==> src/rtl/mesh_load_sequencer.sv <==
// Program-load sequencer for the 4-lane mesh front end.
// Collects conf/word0/word1 beats per lane from the host, fires one load
// strobe, then waits for every lane to report done or for the wait budget
// to run out.
module mesh_load_sequencer #(
    parameter int LANES   = 4,
    parameter int CONF_W  = 64,
    parameter int DATA_W  = 32,
    parameter int TIMEOUT = 255
) (
    input  logic                       clk,
    input  logic                       reset,
    input  logic                       start,
    input  logic                       host_valid,
    output logic                       host_ready,
    input  logic [CONF_W-1:0]          host_data,
    output logic [LANES*CONF_W-1:0]    cfg_vec,
    output logic [LANES*2*DATA_W-1:0]  load_data,
    output logic                       load,
    input  logic [LANES-1:0]           lane_done,
    output logic                       busy,
    output logic                       done,
    output logic                       timeout
);

    localparam int BEATS  = 3 * LANES;
    localparam int BC_W   = $clog2(BEATS);
    localparam int LANE_W = (LANES > 1) ? $clog2(LANES) : 1;
    // wait_cnt only has to reach TIMEOUT-1 before the sequence leaves WAIT
    localparam int WC_W   = (TIMEOUT > 1) ? $clog2(TIMEOUT) : 1;

    localparam logic [BC_W-1:0] LAST_BEAT = BC_W'(BEATS - 1);
    localparam logic [WC_W-1:0] WAIT_LAST = WC_W'(TIMEOUT - 1);

    typedef enum logic [2:0] {
        S_IDLE = 3'd0,
        S_FILL = 3'd1,
        S_LOAD = 3'd2,
        S_WAIT = 3'd3,
        S_FIN  = 3'd4
    } state_t;

    state_t                     r_state;
    logic [BC_W-1:0]            r_beat_cnt;
    logic [LANE_W-1:0]          r_lane;
    logic [1:0]                 r_slot;
    logic [WC_W-1:0]            r_wait_cnt;
    logic [LANES-1:0]           r_done_seen;
    logic                       r_host_ready;
    logic                       r_load;
    logic                       r_busy;
    logic                       r_done;
    logic [LANES*CONF_W-1:0]    r_cfg_vec;
    logic [LANES*2*DATA_W-1:0]  r_load_data;

    logic                       w_beat_fire;
    logic                       w_all_done;
    logic                       w_timeout;

    // host_ready is only ever high in FILL, so a fire is always a FILL beat
    assign w_beat_fire = r_host_ready & host_valid;
    // a lane_done arriving in the same cycle still counts toward completion
    assign w_all_done  = &(r_done_seen | lane_done);
    // completion takes precedence over the expiring wait budget
    assign w_timeout   = (r_state == S_WAIT) && !w_all_done && (r_wait_cnt == WAIT_LAST);

    assign host_ready = r_host_ready;
    assign load       = r_load;
    assign busy       = r_busy;
    assign done       = r_done;
    assign timeout    = w_timeout;
    assign cfg_vec    = r_cfg_vec;
    assign load_data  = r_load_data;

    // Sequencing FSM with registered control outputs
    always_ff @(posedge clk) begin
        if (!reset) begin
            r_state      <= S_IDLE;
            r_beat_cnt   <= '0;
            r_lane       <= '0;
            r_slot       <= '0;
            r_wait_cnt   <= '0;
            r_done_seen  <= '0;
            r_host_ready <= 1'b0;
            r_load       <= 1'b0;
            r_busy       <= 1'b0;
            r_done       <= 1'b0;
        end else begin
            r_load <= 1'b0;
            r_done <= 1'b0;
            case (r_state)
                S_IDLE: begin
                    if (start) begin
                        r_state      <= S_FILL;
                        r_beat_cnt   <= '0;
                        r_lane       <= '0;
                        r_slot       <= '0;
                        r_host_ready <= 1'b1;
                        r_busy       <= 1'b1;
                    end
                end
                S_FILL: begin
                    if (w_beat_fire) begin
                        if (r_beat_cnt == LAST_BEAT) begin
                            r_state      <= S_LOAD;
                            r_host_ready <= 1'b0;
                            r_load       <= 1'b1;
                        end else begin
                            r_beat_cnt <= r_beat_cnt + 1'b1;
                            if (r_slot == 2'd2) begin
                                r_slot <= 2'd0;
                                r_lane <= r_lane + 1'b1;
                            end else begin
                                r_slot <= r_slot + 1'b1;
                            end
                        end
                    end
                end
                S_LOAD: begin
                    r_done_seen <= '0;
                    r_wait_cnt  <= '0;
                    r_state     <= S_WAIT;
                end
                S_WAIT: begin
                    r_done_seen <= r_done_seen | lane_done;
                    r_wait_cnt  <= r_wait_cnt + 1'b1;
                    if (w_all_done) begin
                        r_state <= S_FIN;
                        r_done  <= 1'b1;
                    end else if (r_wait_cnt == WAIT_LAST) begin
                        r_state <= S_IDLE;
                        r_busy  <= 1'b0;
                    end
                end
                S_FIN: begin
                    r_state <= S_IDLE;
                    r_busy  <= 1'b0;
                end
                default: begin
                    r_state      <= S_IDLE;
                    r_host_ready <= 1'b0;
                    r_busy       <= 1'b0;
                end
            endcase
        end
    end

    // Beat staging: slot 0 fills the lane config, slots 1/2 the two data words
    always_ff @(posedge clk) begin
        if (!reset) begin
            r_cfg_vec   <= '0;
            r_load_data <= '0;
        end else if (w_beat_fire) begin
            for (int i = 0; i < LANES; i++) begin
                if (r_lane == LANE_W'(i)) begin
                    case (r_slot)
                        2'd0:    r_cfg_vec[i*CONF_W +: CONF_W]           <= host_data;
                        2'd1:    r_load_data[(2*i)*DATA_W +: DATA_W]     <= host_data[DATA_W-1:0];
                        2'd2:    r_load_data[(2*i+1)*DATA_W +: DATA_W]   <= host_data[DATA_W-1:0];
                        default: ;
                    endcase
                end
            end
        end
    end

endmodule

==> config.mk <==
export PLATFORM = sky130hd
export DESIGN_NAME = mesh_load_sequencer
export DESIGN_NICKNAME = d
export VERILOG_FILES = /design/src/rtl/mesh_load_sequencer.sv
export SDC_FILE = /design/constraint.sdc
export NUM_CORES = 1
export LEC_CHECK = 0
export BUFFER_PORTS_ARGS = -buffer_cell sky130_fd_sc_hd__buf_4
export CAP_MARGIN = 20
export CORE_AREA = 2 2 228 230
export DETAILED_ROUTE_END_ITERATION = 10
export DIE_AREA = 0 0 230 232
export PLACE_DENSITY = 0.61
export SKIP_CTS_REPAIR_TIMING = 1
export SYNTH_ARGS = -nofsm -noshare
export SYNTH_HDL_FRONTEND = slang
export SYNTH_SLANG_ARGS = --single-unit
==> constraint.sdc <==
create_clock -name clk -period 1.6 [get_ports clk]
set_input_delay 0.24 -clock clk [delete_from_list [all_inputs] [get_ports clk]]
set_output_delay 0.24 -clock clk [all_outputs]
set_load 0.01 [all_outputs]
# == Yosys cells after proc, flatten, opt, wreduce, memory -nomap -nowiden ==
# Cells that the tools add are included.
# totals
ff_bits,539
output_inout_bits,517
elab_cells,109
# op_classes
add_sub_neg,4
n_eq_ne,19
muxes,30
bitwise_logic,4
n_reduce_logical,30
# ops
op,n
AND reduction 3 bit,13
AND reduction 4 bit,5
one-hot mux 4 bit (2 select lines),2
one-hot mux 8 bit (2 select lines),1
two-way mux 3 bit,5
two-way mux 2 bit,7
two-way mux 4 bit,3
"inequality test 2 bit, second input constant",6
one-hot mux 3 bit (4 select lines),1
"adder 8 x 1 -> 8 bit, second input constant",1
"equality test 8 bit, second input constant",1
one-hot mux 2 bit (2 select lines),2
two-way mux 1 bit,7
"equality test 2 bit, second input constant",3
"equality test 3 x 2 -> 1 bit, second input constant",2
one-hot mux 1 bit (3 select lines),2
AND reduction 5 bit,1
"adder 2 x 1 -> 2 bit, second input constant",2
"adder 4 x 1 -> 4 bit, second input constant",1
"equality test 2 x 1 -> 1 bit, second input constant",2
"equality test 4 bit, second input constant",1
logical NOT 2 bit,2
OR 4 bit,1
nonzero test 2 bit,2
other kinds (12),14

# == Depth between registers and ports, before layout ==
# Gate-level depths: netlist (run 1).
# depth
word_depth,5
ltp_mapped,7
depth_no_buf,6

# == Least setup slack after synthesis (run 1) ==
# Ideal clock, no wire load.
# synth_path
path_kind,flip-flop to output port
start,register r_wait_cnt[0]
end,output timeout
t_arrival_ps,1221
setup_slack_ps,139
path_stages_with_launch,7
path_cell_list,dfxtp_1 > inv_1 > ha_1 > and3_1 > nand3_1 > nor3b_1 > nor2b_1
# synth_via
elab_chain_len,2
# synth_lines
element,line_no,source
start: declaration,47,logic [WC_W-1:0] r_wait_cnt;
start signal: assignment,126,r_wait_cnt <= r_wait_cnt + 1'b1;
equality test 8 bit,65,assign w_timeout = (r_state == S_WAIT) && !w_all_done && (r_wait_cnt == WAIT_LAST);
logical AND 1 bit,65,
end: declaration,23,output logic timeout
# Every way passes these cells.

# == Worst setup path after layout (run 1) ==
# Ends and elaborated chain as after synthesis.

==> qor.yml, run 1 <==
timing:
  skew_ns: 0.0200
  fin_crit_sh_pct: 132
  relSlewSlack_pct: 73.0
  max_freq_mhz: 473
  fin_crit_ns: 2.11
  finalSetupViolCount: 1
  worstMarginPinSlew_ns: 0.402
  hold_violations: 0
  tns_ns: -0.513
  finalMaxSlewViolations: 0
  rsz0062_at_grt: "true"
  setup_slack_ns: -0.513
pwr:
  pwr_density_cell_nw_per_um2: 1030
  total_power_uw: 28200
  leakage_uw: 0.0108
  peakVddDrop_mv: 0.922
logic_synthesis:
  synth_commonest_cells: "1041 x nand2_1, 539 x dfxtp_1, 523 x a21oi_1"
  yosys_warnings: 0
  ys_seq_area_share_pct: 56.4
  postSynth.asyncResetShare_pct: 0
  syn_avg_cell_area_um2: 7.92
  synth-edff-count: 0
  yosysTopAreaCell: "dfxtp_1"
  synth.most_common_cell: "nand2_1"
  synth_fp_nets: 2494
  yosys.cell_types.count: 44
  synth-seq-cells: 539
  syn_area_um2: 19100
  ys.flop_type: "dfxtp_1"
  syn-instance-count: 2415
  ys_top_cells_by_area: "dfxtp_1 56%, nand2_1 20%, a21oi_1 14%"
  synth_top_area_share_pct: 56.4
die:
  fp.dieArea_um2: 53400
  coreArea_um2: 50900
  die_h_um: 232
  die_w_um: 230
  start_util_pct: 37.6
  ios: 589
  row_count: 83
run_status:
  status: "finished with violations"
  violations: "setup timing"
setup_path:
  crit_type: "reg -> out"
  r2r_start: "r_slot[1]$_SDFFE_PN0P_"
  crit_path_end_kind: "primary output"
  setup.worst_path.end: "timeout"
  slowest_stage: "dfxtp_2"
  critPathTopFamily: "simple AND/OR/NAND/NOR gates"
  critPathMaxStageDelay_ns: 0.33
  arrival_ns: 1.87
  worstPathRequired_ns: 1.36
  r2r_end: "cfg_vec[163]$_SDFFE_PN0P_"
  cp-startpoint: "r_wait_cnt[0]$_SDFFE_PN0P_"
  worstRegToRegCells: 7
  cp.depth: 7
  startpoint_type: "flop"
  regToRegSetupSlack_ns: 0.04
  crit_buf_inv: 2
  crit_fanout: 3
  critical_path.cell_chain: "inv_2, ha_4, and3_4, nand3_4, nor3b_4, nor2b_4, buf_6"
cells_and_area:
  regArea_um2: 10800
  multi_input_area_um2: 7340
  fill_cells: 4736
  fin_nets: 3100
  area_growth_pct: 42.7
  post-route-util_pct: 53.6
  drive_above_1_share_pct: 26.7
clocking:
  cts-root-buf: "clkbuf_16"
  cts_made_buffers: 56
  htree_levels: 2
  cts_tree: "done"
  clock_latency_ns: 0.61
  cts_sinks: 539
  cts.clk_slew.worst_paths_ns: 0.06
  clk_path_buf_depth: 3
grt:
  grt_pass1_wl_um: 105000
  groute.usage.overall_pct: 25.7
  overflow: 0
  grt_start_max_net_pins: 74
  antenna_found_initial: 1
  grt_pass1_vias: 17300
detailed_routing:
  first_iter_violations: 1635
  drt-pass1-iter-count: 6
  vias: 18800
  wl_met2_um: 35200
  wl_met3_um: 6620
  met1_length_um: 29400
  wire_per_inst_um: 19.7
  drt_wl_total_um: 73900
  ant_nets: 0
  routed_via_density: 5.02
  routed.top_layer: "met4"
  drc: 0
place:
  io_buffer_count: 588
  gp_congestion: 0.856
  dpl.hpwl_um: 50200
run:
  drv_cap: 0
min_path:
  hold_path_class: "in -> reg"
-- worst min-delay path by stage --
stage | from | endpoint | slack (ns) | cells past startpoint
5_1_grt | host_data[31] | load_data[31]$_SDFFE_PN0P_ | 0.001 | 3
3_5_place_dp | load_data[61]$_SDFFE_PN0P_ | load_data[61]$_SDFFE_PN0P_ | 0.45 | 2
4_1_cts | lane_done[3] | r_done_seen[3]$_SDFFE_PN0P_ | -0.14 | 3
6_report | host_data[2] | load_data[130]$_SDFFE_PN0P_ | 0.01 | 3
2_1_floorplan | host_data[0] | cfg_vec[0]$_SDFFE_PN0P_ | 0.38 | 2
3_3_place_gp | cfg_vec[20]$_SDFFE_PN0P_ | cfg_vec[20]$_SDFFE_PN0P_ | 0.44 | 2
-- layout by cell type (no fill, tap or decap), types with 10 or more instances in the layout --
cell / instances
clkbuf_8: 19
buf_4: 648
dfxtp_1: 535
buf_12: 41
nor2_1: 18
clkbuf_1: 10
dlygate4sd3_1: 55
clkbuf_16: 63
nand2_1: 1041
a21oi_1: 523
-- final cells by class --
type / instances / area share, %
Antenna cell: 1 / 0.00917
Clock buffer: 87 / 6.41
Clock inverter: 13 / 0.509
Inverter: 5 / 0.0962
Multi-Input combinational cell: 1667 / 26.9
Sequential cell: 539 / 39.5
Tap cell: 680 / 3.12
Timing Repair Buffer: 752 / 23.4
-- sequential cells by signal, indices dropped and copies added (netlist names) --
name         count
cfg_vec        256
load_data      256
r_wait_cnt       8
r_beat_cnt       4
r_done_seen      4
r_state          3
r_lane           2
r_slot           2
busy             1
done             1
host_ready       1
load             1
-- worst register-to-register path, delay by kind of cell (launching register included) --
kind / cells / cell delay (ns)
AND/OR/NAND/NOR: 3 / 0.57
buffers and inverters: 3 / 0.48
flip-flops: 1 / 0.33
AO/OA/AOI/OAI: 1 / 0.07
-- where the power goes --
group | internal (uW) | total, uW | leakage [uW] | switching (uW)
clock network | 7810 | 13200 | 0.000936 | 5430
logic | 530 | 1430 | 0.00549 | 898
registers | 13500 | 13600 | 0.00435 | 58.5
total | 21800 | 28200 | 0.0108 | 6380
-- cell families after synthesis --
kind of cell	synth area share [%]
multiplexers	0.157
flip-flops	56.4
adder cells (fa/ha/maj)	0.458
AND/OR/NAND/NOR	22.8
buffers and inverters	5.80
XOR/XNOR	0.320
AO/OA/AOI/OAI	14.1
-- through the flow --
stage	setup slack, ns	instances	hold WS (ns)	cell area, um^2
floorplan	0.139	2415	0.376	19100
global placement	-0.0756	3576	0.441	24500
detailed placement	-0.0496	3576	0.447	24500
CTS	-0.703	3676	-0.142	26400
global route	-0.601	3743	0.000965	27300
finish	-0.513	3744	0.0143	27300
-- per-layer routing --
layer / GRT usage [%] / vias up
met2: 43.0 / 822
met3: 6.13 / 159
li1: - / 8938
met1: 32.1 / 8882
met5: 0 / -
met4: 9.46 / 0
No activity file was read; power rests on OpenSTA's default activity.
==> run 2, diff against run 1 <==
- MAX_ROUTING_LAYER: not set -> met4
- SLEW_MARGIN: not set -> 25
==> qor.yml, run 2 (synthesized netlist as in run 1, its figures left out) <==
grt:
  groute.usage.overall_pct: 26.4
  overflow: 0
  grt_pass1_wl_um: 105000
  grt_pass1_vias: 17300
  antenna_found_initial: 1
  grt_start_max_net_pins: 74
clocking:
  cts_made_buffers: 56
  clk_path_buf_depth: 3
  cts.clk_slew.worst_paths_ns: 0.06
  cts-root-buf: "clkbuf_16"
  cts_tree: "done"
  cts_sinks: 539
  htree_levels: 2
  clock_latency_ns: 0.61
timing:
  fin_crit_ns: 2.11
  setup_slack_ns: -0.512
  skew_ns: 0.0195
  hold_violations: 0
  relSlewSlack_pct: 74.8
  worstMarginPinSlew_ns: 0.375
  fin_crit_sh_pct: 132
  rsz0062_at_grt: "true"
  finalSetupViolCount: 1
  finalMaxSlewViolations: 0
  max_freq_mhz: 473
min_path:
  min_to: "load_data[162]$_SDFFE_PN0P_"
  hold_path_class: "in -> reg"
  min_from: "host_data[2]"
  worstHoldPathCells: 3
run_status:
  status: "finished with violations"
  violations: "setup timing"
detailed_routing:
  vias: 18800
  drt-pass1-iter-count: 6
  routed_via_density: 5.02
  first_iter_violations: 1511
  wire_per_inst_um: 19.8
  drt_wl_total_um: 74200
  ant_nets: 0
  drc: 0
cells_and_area:
  post-route-util_pct: 53.6
  fin_nets: 3096
  layout_common_cells: "1041 x nand2_1, 646 x buf_4, 535 x dfxtp_1, 518 x a21oi_1, 63 x clkbuf_16"
  final_common_cell: "nand2_1"
  num_antenna_cells: 0
  drive_above_1_share_pct: 26.8
  area_growth_pct: 42.5
run:
  drv_cap: 0
place:
  gp_congestion: 0.869
  dpl.hpwl_um: 50200
  io_buffer_count: 588
pwr:
  seqPwrFrac_pct: 48.0
  leakage_uw: 0.0107
  combinationalPowerShare_pct: 5.1
  pwr_density_cell_nw_per_um2: 1040
  peakVddDrop_mv: 0.925
  p_sw_uw: 6400
  total_power_uw: 28300
  swShare_pct: 22.7
  power_frac_clock_pct: 46.9
  p_int_uw: 21900
die:
  ios: 589
  die_w_um: 230
  start_util_pct: 37.6
  row_count: 83
  die_h_um: 232
  coreArea_um2: 50900
  fp.dieArea_um2: 53400
setup_path:
  r2r_end: "cfg_vec[164]$_SDFFE_PN0P_"
  r2r_start: "r_slot[1]$_SDFFE_PN0P_"
  worstPathRequired_ns: 1.36
  crit_path_end_kind: "primary output"
  crit_type: "reg -> out"
  startpoint_type: "flop"
  regToRegSetupSlack_ns: 0.07
  crit_fanout: 5
  arrival_ns: 1.87
  worstRegToRegCells: 6
[run 2: changes by cell type in the layout (fill, tap and decap cells not counted), moves of 2 or more]
cell     before  now
buf_4       648  646
buf_12       41   39
a21oi_1     523  518
a21oi_2       0    5
and2_4        6    4
[run 2: layout make-up]
type,instances,area [um^2]
fill,4745,23600
clock inverter,13,139
timing repair buffer,748,6340
multi-input combinational,1667,7360
clock buffer,87,1750
inverter,5,26.3
sequential,539,10800
tap,680,851
[run 2: power groups by stage]
stage | Clock [uW] | Sequential (uW) | Combinational, uW
finish | 13200 | 13600 | 1450
global route | 14000 | 13600 | 1530
CTS | 13500 | 13600 | 1280
detailed placement | 0 | 13900 | 1280
global placement | 0 | 13900 | 1270
floorplan | 0 | 13900 | 515
[run 2: per-stage QoR]
stage / cell area (um^2) / hold WS, ns / cells / setup TNS (ns) / setup WS, ns
3_3_place_gp: 24500 / 0.441 / 3576 / -0.0756 / -0.0756
5_1_grt: 27300 / 0.000821 / 3739 / -0.733 / -0.601
4_1_cts: 26400 / -0.142 / 3676 / -0.843 / -0.703
6_report: 27300 / 0.0162 / 3739 / -0.512 / -0.512
2_1_floorplan: 19100 / 0.376 / 2415 / 0 / 0.139
3_5_place_dp: 24500 / 0.447 / 3576 / -0.0748 / -0.0496
[run 2: routing by layer]
layer	up-vias	GRT usage, %	part of all wire [%]
li1	8923	-	-
met1	8881	32.4	40
met2	812	43.0	48
met3	145	5.56	8.1
met4	0	9.48	3.5
met5	-	-	0
[run 2: worst max-delay path: stages (launching register included)]
cell and delay, ns:
dfxtp_1 0.41, and3_1 0.26, nand3_4 0.11, nor3b_4 0.21, nor2b_4 0.18, buf_6 0.11
[run 2: worst max-delay path by stage]
stage | start | end
4_1_cts | r_wait_cnt[0]$_SDFFE_PN0P_ | timeout
5_1_grt | r_wait_cnt[0]$_SDFFE_PN0P_ | timeout
6_report | r_wait_cnt[3]$_SDFFE_PN0P_ | timeout
3_5_place_dp | r_wait_cnt[0]$_SDFFE_PN0P_ | timeout
3_3_place_gp | r_wait_cnt[0]$_SDFFE_PN0P_ | timeout
2_1_floorplan | r_wait_cnt[0]$_SDFFE_PN0P_ | timeout
==> run 3, diff against run 2 <==
- REMOVE_ABC_BUFFERS: not set -> 1
- TNS_END_PERCENT: not set -> 1
==> qor.yml, run 3 (synthesized netlist as in run 1, its figures left out) <==
grt:
  antenna_found_initial: 0
  gr-usage-met3_pct: 6.75
  grt_start_max_net_pins: 49
  grt_pass1_wl_um: 106000
  use_met1_pct: 32.4
  groute.usage.overall_pct: 26.9
  met2_usage_pct: 44.0
  grt_pass1_vias: 16900
  busiest_layer: "met2"
  overflow: 0
detailed_routing:
  wire_per_inst_um: 19.9
  drt_wl_total_um: 74400
  ant_nets: 0
  routed_via_density: 4.99
  drt-pass1-iter-count: 5
  first_iter_violations: 1195
  vias: 18700
  drc: 0
setup_path:
  regToRegSetupSlack_ns: 0.03
  r2r_start: "r_slot[1]$_SDFFE_PN0P_"
  worstPathRequired_ns: 1.36
  crit_path_end_kind: "primary output"
  cp-startpoint: "r_wait_cnt[0]$_SDFFE_PN0P_"
  arrival_ns: 1.89
  worstRegToRegCells: 5
  crit_type: "reg -> out"
  critical_path.cell_chain: "inv_2, ha_4, and3_4, nand3_4, nor3b_4, nor2b_4, buf_6"
  crit_fanout: 2
  critPathMaxStageDelay_ns: 0.32
  r2r_end: "cfg_vec[154]$_SDFFE_PN0P_"
  slowest_stage: "dfxtp_2"
  startpoint_type: "flop"
clocking:
  cts_tree: "done"
  clock_latency_ns: 0.60
  cts_made_buffers: 55
  cts.clk_slew.worst_paths_ns: 0.06
  clk_path_buf_depth: 3
  cts_sinks: 539
  htree_levels: 2
  cts-root-buf: "clkbuf_16"
pwr:
  leakage_uw: 0.0107
  peakVddDrop_mv: 0.752
  pwr_density_cell_nw_per_um2: 1020
min_path:
  worstHoldPathCells: 3
  min_to: "cfg_vec[13]$_SDFFE_PN0P_"
  min_from: "host_data[13]"
  hold_path_class: "in -> reg"
place:
  dpl.hpwl_um: 50400
  gp_congestion: 0.852
  dp_slack_ns: -0.130
  io_buffer_count: 588
cells_and_area:
  num_antenna_cells: 0
  fin_nets: 3097
  post-route-util_pct: 53.9
  area_growth_pct: 43.3
  layout_common_cells: "1034 x nand2_1, 626 x buf_4, 537 x dfxtp_1, 511 x a21oi_1, 68 x dlygate4sd3_1"
  fill_cells: 4670
  drive_above_1_share_pct: 26.8
  final_common_cell: "nand2_1"
die:
  row_count: 83
  ios: 589
  start_util_pct: 37.6
  die_w_um: 230
  fp.dieArea_um2: 53400
  coreArea_um2: 50900
  die_h_um: 232
run:
  drv_cap: 0
run_status:
  status: "finished with violations"
  violations: "setup timing"
timing:
  tns_ns: -0.529
  rsz0062_at_grt: "true"
  hold_violations: 0
  worstMarginPinSlew_ns: 0.550
  skew_ns: 0.0120
  max_freq_mhz: 470
  finalSetupViolCount: 1
  relSlewSlack_pct: 63.3
  fin_crit_ns: 2.13
  fin_crit_sh_pct: 133
  whs_ns: 0.0142
  finalMaxSlewViolations: 0
  setup_slack_ns: -0.529
## run 3: routing by layer
| layer | part of all wire, % | wire (um) |
|---|---|---|
| met1 | 40 | 30100 |
| met2 | 48 | 35800 |
| met3 | 8.1 | 6010 |
| met4 | 3.2 | 2410 |
| met5 | 0 | 0 |
## run 3: how the worst max path moves through the flow
stage                                    to  slack [ns]
floorplan           host_ready$_SDFFE_PN0P_       -6.62
global placement                    timeout       -0.12
detailed placement                  timeout       -0.13
CTS                                 timeout       -0.78
global route                        timeout       -0.62
finish                              timeout       -0.53
## run 3: area by class of cell
cell class / count / area [um^2] / area share (%)
Multi-Input combinational cell: 1667 / 7400 / 27.0
Timing Repair Buffer: 750 / 6500 / 23.7
Tap cell: 680 / 851 / 3.10
Sequential cell: 539 / 10800 / 39.4
Inverter: 5 / 26.3 / 0.0958
Clock buffer: 88 / 1690 / 6.17
Clock inverter: 11 / 159 / 0.580
## run 3: metrics by stage
stage	instance area, um^2	instances	total power [uW]
after floorplan	18000	2211	14200
after global placement	24700	3568	15000
after detailed placement	24700	3568	15100
after CTS	26500	3667	28100
after global routing	27400	3740	29000
final	27400	3740	28000
## run 3: report_power, final
group | leakage, uW | switching, uW | internal (uW)
combinational | 0.00547 | 806 | 553
clock | 0.000913 | 5290 | 7840
sequential | 0.00435 | 55.6 | 13500
total | 0.0107 | 6150 | 21900
## run 3: critical path, delay by kind of cell, from the launching register on
kind	cells	cell delay, ns
simple gates	4	0.68
flops	1	0.32
buf+inv	2	0.18
fa+ha+maj	1	0.12
